<file path="config.mk">
export PLATFORM = sky130hd
export DESIGN_NAME = ccff_chain_loader
export DESIGN_NICKNAME = d
export VERILOG_FILES = /design/src/rtl/ccff_chain_loader.sv
export SDC_FILE = /design/constraint.sdc
export NUM_CORES = 1
export LEC_CHECK = 0
export BUFFER_PORTS_ARGS = -buffer_cell sky130_fd_sc_hd__buf_4
export CORE_MARGIN = 2
export CORE_UTILIZATION = 60
export DETAILED_ROUTE_END_ITERATION = 6
export PLACE_DENSITY = 0.87
export SLEW_MARGIN = 30
export SYNTH_ARGS = -nofsm -noshare
export SYNTH_HDL_FRONTEND = slang
export SYNTH_SLANG_ARGS = --single-unit
</file>
<file path="constraint.sdc">
create_clock -name prog_clk -period 2.45 [get_ports prog_clk]
set_clock_uncertainty 0.15 [all_clocks]
set_input_delay 0.3675 -clock prog_clk [delete_from_list [all_inputs] [get_ports prog_clk]]
set_output_delay 0.3675 -clock prog_clk [all_outputs]
set_load 0.01 [all_outputs]
</file>
<file path="src/rtl/ccff_chain_loader.sv">
// Loads a ccff configuration chain MSB-first from handshaked words, then optionally rotates it once to CRC-check the readback.
// Latency: ceil(CHAIN_LEN/WORD_W)*(WORD_W+1) - discarded bits + VERIFY_EN*CHAIN_LEN + 1 cycles from start to done, unstalled.
// Backpressure: word_ready only in FETCH; a missing word stalls the loader with the chain held (ccff_en=0).
module ccff_chain_loader #(
    parameter int CHAIN_LEN = 8,
    parameter int WORD_W    = 8,
    parameter int CNT_W     = 16,
    parameter bit VERIFY_EN = 1'b1
) (
    input  logic              prog_clk,
    input  logic              prog_reset,
    input  logic              start,
    input  logic [WORD_W-1:0] word_in,
    input  logic              word_valid,
    output logic              word_ready,
    output logic              ccff_head,
    output logic              ccff_en,
    input  logic              ccff_tail,
    output logic              busy,
    output logic              done,
    output logic              verify_ok,
    output logic              verify_err
);

    localparam int WCNT_W = $clog2(WORD_W + 1);
    localparam logic [CNT_W-1:0]  CHAIN_LAST = CNT_W'(CHAIN_LEN - 1);
    localparam logic [WCNT_W-1:0] WORD_LAST  = WCNT_W'(WORD_W - 1);

    typedef enum logic [2:0] {
        S_IDLE,
        S_FETCH,
        S_SHIFT,
        S_VERIFY,
        S_DONE
    } state_t;

    state_t              state;
    logic [WORD_W-1:0]   shreg;
    logic                head_q;
    logic [CNT_W-1:0]    bitcnt;
    logic [CNT_W-1:0]    vcnt;
    logic [WCNT_W-1:0]   wcnt;
    logic [7:0]          crc;
    logic [7:0]          crc2;
    logic [7:0]          crc2_nxt;

    // CRC-8, poly 0x07, one bit per call, MSB-first, no final XOR.
    function automatic logic [7:0] crc8_step(input logic [7:0] c, input logic b);
        logic fb;
        fb = c[7] ^ b;
        return {c[6:0], 1'b0} ^ (fb ? 8'h07 : 8'h00);
    endfunction

    assign crc2_nxt   = crc8_step(crc2, ccff_tail);
    assign word_ready = (state == S_FETCH);
    // During readback the tail is looped straight back so one rotation restores the chain.
    assign ccff_head  = (state == S_VERIFY) ? ccff_tail : head_q;

    always_ff @(posedge prog_clk) begin
        if (prog_reset) begin
            state      <= S_IDLE;
            shreg      <= '0;
            head_q     <= 1'b0;
            bitcnt     <= '0;
            vcnt       <= '0;
            wcnt       <= '0;
            crc        <= 8'h00;
            crc2       <= 8'h00;
            ccff_en    <= 1'b0;
            busy       <= 1'b0;
            done       <= 1'b0;
            verify_ok  <= 1'b0;
            verify_err <= 1'b0;
        end else begin
            done <= 1'b0;
            case (state)
                S_IDLE: begin
                    if (start) begin
                        bitcnt     <= '0;
                        vcnt       <= '0;
                        crc        <= 8'hFF;
                        crc2       <= 8'hFF;
                        verify_ok  <= 1'b0;
                        verify_err <= 1'b0;
                        busy       <= 1'b1;
                        state      <= S_FETCH;
                    end
                end
                S_FETCH: begin
                    if (word_valid) begin
                        head_q  <= word_in[WORD_W-1];
                        shreg   <= word_in << 1;
                        wcnt    <= '0;
                        ccff_en <= 1'b1;
                        state   <= S_SHIFT;
                    end
                end
                S_SHIFT: begin
                    // head_q is the bit the chain captures at this edge.
                    crc    <= crc8_step(crc, head_q);
                    bitcnt <= bitcnt + CNT_W'(1);
                    wcnt   <= wcnt + WCNT_W'(1);
                    head_q <= shreg[WORD_W-1];
                    shreg  <= shreg << 1;
                    if (bitcnt == CHAIN_LAST) begin
                        if (VERIFY_EN) begin
                            state <= S_VERIFY;
                        end else begin
                            ccff_en <= 1'b0;
                            done    <= 1'b1;
                            state   <= S_DONE;
                        end
                    end else if (wcnt == WORD_LAST) begin
                        ccff_en <= 1'b0;
                        state   <= S_FETCH;
                    end
                end
                S_VERIFY: begin
                    crc2 <= crc2_nxt;
                    vcnt <= vcnt + CNT_W'(1);
                    if (vcnt == CHAIN_LAST) begin
                        ccff_en    <= 1'b0;
                        done       <= 1'b1;
                        verify_ok  <= (crc2_nxt == crc);
                        verify_err <= (crc2_nxt != crc);
                        state      <= S_DONE;
                    end
                end
                S_DONE: begin
                    busy  <= 1'b0;
                    state <= S_IDLE;
                end
                default: state <= S_IDLE;
            endcase
        end
    end

endmodule

</file>
### Word level (Yosys, flattened, before mapping)

Index checks and enable logic that the tools add are counted.

* equal/unequal tests: 15
* reductions and logical operators: 14
* bitwise gates (word level): 5
* mux-type cells: 34
* $add $sub $neg: 3

Operators by type and width (number)
* one-hot mux 16 bit (2 select lines): 2
* one-hot mux 8 bit (2 select lines): 3
* adder 16 x 1 -> 16 bit (second input constant): 2
* equality test 16 x 3 -> 1 bit (second input constant): 2
* 2-to-1 mux 3 bit: 7
* 2-to-1 mux 16 bit: 1
* 2-to-1 mux 8 bit: 2
* bitwise XOR 8 x 3 -> 8 bit: 2
* one-hot mux 3 bit (4 select lines): 1
* 2-to-1 mux 1 bit: 11
* equality test 8 bit: 1
* != test 2 bit (second input constant): 4
* != test 8 bit: 1
* one-hot mux 1 bit (2 select lines): 4
* one-hot mux 4 bit (2 select lines): 1
* AND reduction 2 bit: 4
* nonzero test 2 bit: 4
* equality test 3 x 2 -> 1 bit (second input constant): 2
* AND reduction 5 bit: 1
* adder 4 x 1 -> 4 bit (second input constant): 1
* equality test 4 x 3 -> 1 bit (second input constant): 1
* 2-to-1 mux 4 bit: 1
* AND reduction 4 bit: 1
* equality test 3 x 1 -> 1 bit (second input constant): 1
* other kinds (10): 11

* bits in registers: 69
* output and inout bits: 7
* word-level logic and storage cells: 84

### Longest topological paths before layout

* depth in word-level cells: 6
* depth in mapped cells: 7
* gate-level depth less buffers: 6

### Worst setup path before layout

No wires, ideal clock.

* path type: reg-to-output
* start point: register state[2]
* end point: output ccff_head
* required time: 1933 ps
* data arrival time: 1456 ps
* cell stages (with the launch flop): 7
* path slack: 477 ps
* path through: dfxtp_1 > clkbuf_1 > nand3b_1 > buf_2 > buf_1 > nand2_1 > nand2_1

* cells in the longest elaborated chain, start to end: 2

Ends and longest elaborated chain
* start: declaration: line 37 `state_t state;`
* start signal: assignment: line 61 `state <= S_IDLE;`
* start signal: assignment: line 86 `state <= S_FETCH;`
* start signal: assignment: line 95 `state <= S_SHIFT;`
* equality test 3 x 2 -> 1 bit: line 57 `assign ccff_head = (state == S_VERIFY) ? ccff_tail : head_q;`
* 2-to-1 mux 1 bit: line 57
* end: declaration: line 16 `output logic ccff_head,`

Every way passes these cells.

### Worst setup path in the final report

* start point: register crc2[0]
* end point: register verify_err

* cells in the longest elaborated chain, start to end: 4

Ends and longest elaborated chain
* start: declaration: line 44 `logic [7:0] crc2;`
* start signal: assignment: line 119 `crc2 <= crc2_nxt;`
* bitwise XOR 8 x 3 -> 8 bit: line 51 `return {c[6:0], 1'b0} ^ (fb ? 8'h07 : 8'h00);`
* != test 8 bit: line 125 `verify_err <= (crc2_nxt != crc);`
* 2-to-1 mux 1 bit: line 121 `if (vcnt == CHAIN_LAST) begin`
* one-hot mux 1 bit (2 select lines): line 76 `case (state)`
* end signal: assignment: line 125
* end: declaration: line 22 `output logic verify_err`

Every way passes these cells. The select of a mux whose other input is x is not followed.
A chain may end at the register's enable or synchronous reset.

==> qor.yml <==
clock_network:
  clk_latency_ns: 0.34
  cts.repair.resized: 0
  hold_buffers: 0
  cts_tree: "done"
  clk_pin_slew_ns: 0.08
  cts_setup_buffers: 0
  h-tree-depth: 3
  clockRootBuffer: "clkbuf_8"
  cts_buffer_depth: 2
  cts.sinks: 68
  cts_buffers: 9
sta:
  report.final.setup_viol: 0
  fmax_mhz: 442
  finalCritPeriodShare_pct: 92.4
  final.min_clock_period_ns: 2.26
  slew_viol_final: 0
  worst_pin_slew_ns: 0.693
  finalHoldViolations: 0
  relSlewSlack_pct: 52.6
  rsz0062_at_grt: "no"
  setup_tns_ns: 0
yosys:
  synth_area_leader_cell: "dfxtp_1"
  syn_avg_cell_area_um2: 7.90
  synth-async-reset-ratio_pct: 0
  netlist_area_mm2: 0.00324
  synth_cell_type_count: 48
  yosys_warnings: 0
  syn-num-nets: 426
  yosysSeqAreaShare_pct: 42.0
  synth_top_area_share_pct: 42.0
  synth_flop_cell: "dfxtp_1"
  synth_edf_count: 0
  ys_seq_elements: 68
  synthTopCellsByArea: "dfxtp_1 (42%), nor2_1 (8.3%), a21oi_1 (5.1%), nor3_1 (5.1%), nand2_1 (3.8%)"
  synthCells: 410
routing:
  route.detailed.drc: 0
  wl_um: 7470
  dr.pass1.iters: 5
  via_per_inst: 6.12
  drtIter0Drc: 291
  antenna_left: 0
  num_vias: 3064
  post_drt_wl_per_cell_um: 14.9
cells_and_area:
  n_antenna_cell: 0
  fin_nets: 442
  drive_gt1_share_pct: 12.5
  multiInputGateArea_mm2: 0.00176
  utilization_pct: 70.9
  fillers: 388
  seqCellArea_mm2: 0.00136
  area_growth_pct: 13.2
critical_path:
  cp.required_ns: 2.50
  r2r-start: "crc2[0]"
  r2r_setup_slack_ns: 0.19
  reg2regPathDepth: 5
  worstSetupPathType: "flop to flop"
  r2r-end: "verify_err"
  arrival_ns: 2.31
  crit_path_start_kind: "flop"
  endpoint_kind: "flop"
  crit_path_max_fanout: 3
grt:
  grt_pass1_wl_um: 12600
  grt_use_total_pct: 25.9
  grt_max_degree: 69
  antenna_found_initial: 0
  gr-total-overflow: 0
  grt_pass1_vias: 2834
placement:
  post-dp-hpwl_um: 4990
  gp_congestion: 0.906
  port_buffers: 19
floorplan:
  fp.coreArea_mm2: 0.00517
  row_count: 26
  die_h_um: 77.5
  fp.dieW_um: 77.5
  die_area_mm2: 0.00600
  io_pins: 20
  start_util_pct: 62.6
run_status:
  outcome: "finished, final reports clean"
job:
  cap_violations: 0
power:
  leakage_nw: 1.38
  ir_worst_vdd_mv: 0.457
  power_density_mw_per_mm2: 751
worst_hold_path:
  holdPathEnd: "shreg[1]"
  min_path_type: "input port to flop"
  worstHoldPathCells: 3
  hp-start: "word_in[0]"
==> critical path: stages, from the launching register on <==
cell	delay, ns
dfxtp_1	0.34
xor2_1	0.17
or4_1	0.53
a2111oi_0	0.68
nand2b_1	0.19
a21oi_1	0.06
==> stage by stage <==
stage	hold slack, ns	instances	total power [mW]	cell area (um2)	setup WS (ns)
3_3_place_gp	0.293	485	1.74	3450	0.337
5_1_grt	0.159	501	2.87	3670	0.0387
2_1_floorplan	0.287	410	1.62	3240	0.477
3_5_place_dp	0.310	485	1.76	3450	0.270
4_1_cts	0.123	501	2.76	3670	0.204
6_report	0.134	501	2.75	3670	0.186
==> registers in the layout (all words and copies together), names as in the netlist <==
register,flops
bitcnt,16
vcnt,16
crc2,8
crc,8
shreg,7
wcnt,4
state,3
busy,1
ccff_en,1
done,1
head_q,1
verify_err,1
verify_ok,1
==> layer usage <==
metal / up-vias / global-route usage, % / share of wire, %
li1: 1513 / - / -
met1: 1422 / 32.0 / 44
met2: 103 / 42.8 / 48
met3: 26 / 4.77 / 4.7
met4: 0 / 14.5 / 3.0
met5: - / 0 / 0
==> cells in the final DEF, fill, tap and decap left out, types with 3 or more instances in the layout <==
cell type and instances:
a211oi_1 4, a21oi_1 33, a22oi_1 4, a311oi_1 6, and3_1 5, buf_4 29
clkbuf_8 10, clkinv_2 3, dfxtp_1 68, ha_1 3, inv_1 6, mux2_2 5
nand2_1 33, nand3_1 21, nand3b_1 5, nand4_1 7, nor2_1 72, nor2b_1 4
nor3_1 33, nor4_1 10, o21ai_0 15, o22ai_1 3, or3_1 3, xnor2_1 3
xor2_1 11
==> where the power goes <==
part           leakage, nW  switching [mW]  internal, mW
Clock                0.113           0.411         0.596
Combinational        0.717           0.278         0.196
Sequential           0.554          0.0854          1.19
==> kinds of logic after synthesis <==
logic type,Yosys count,synth area share (%)
compound gates,74,13.7
simple gates,212,32.7
flops,68,42.0
mux,9,3.05
buf+inv,30,3.63
fa+ha+maj,3,1.16
xor+xnor,14,3.79
==> how the worst max path moves through the flow <==
stage | slack, ns | to | start | cells after the start
final | 0.19 | verify_err | crc2[0] | 5
after global routing | 0.04 | bitcnt[15] | state[1] | 5
after global placement | 0.34 | bitcnt[15] | state[1] | 5
after detailed placement | 0.27 | bitcnt[15] | state[1] | 5
after CTS | 0.20 | verify_err | crc2[0] | 5
after floorplan | 0.48 | ccff_head | state[2] | 6
==> synth_stat cells (5+ instances only) <==
master and count:
a311oi_1 6, nand3_1 21, mux2_2 5, xor2_1 11, a21oi_1 33, nand2_1 33
and3_1 5, nor2_1 72, nand4_1 7, dfxtp_1 68, nor4_1 10, clkbuf_1 16
nand3b_1 5, o21ai_0 15, inv_1 6, nor3_1 33
==> cell type report <==
cell class	count	share of cell area (%)
multi-input cells	312	48.0
clock buffers	11	3.86
clock inverters	5	2.05
inverters	6	0.614
flip-flops and latches	68	37.1
repair buffers	29	5.94
well taps	70	2.39
Note: power is estimated with default switching activity, not from simulation.
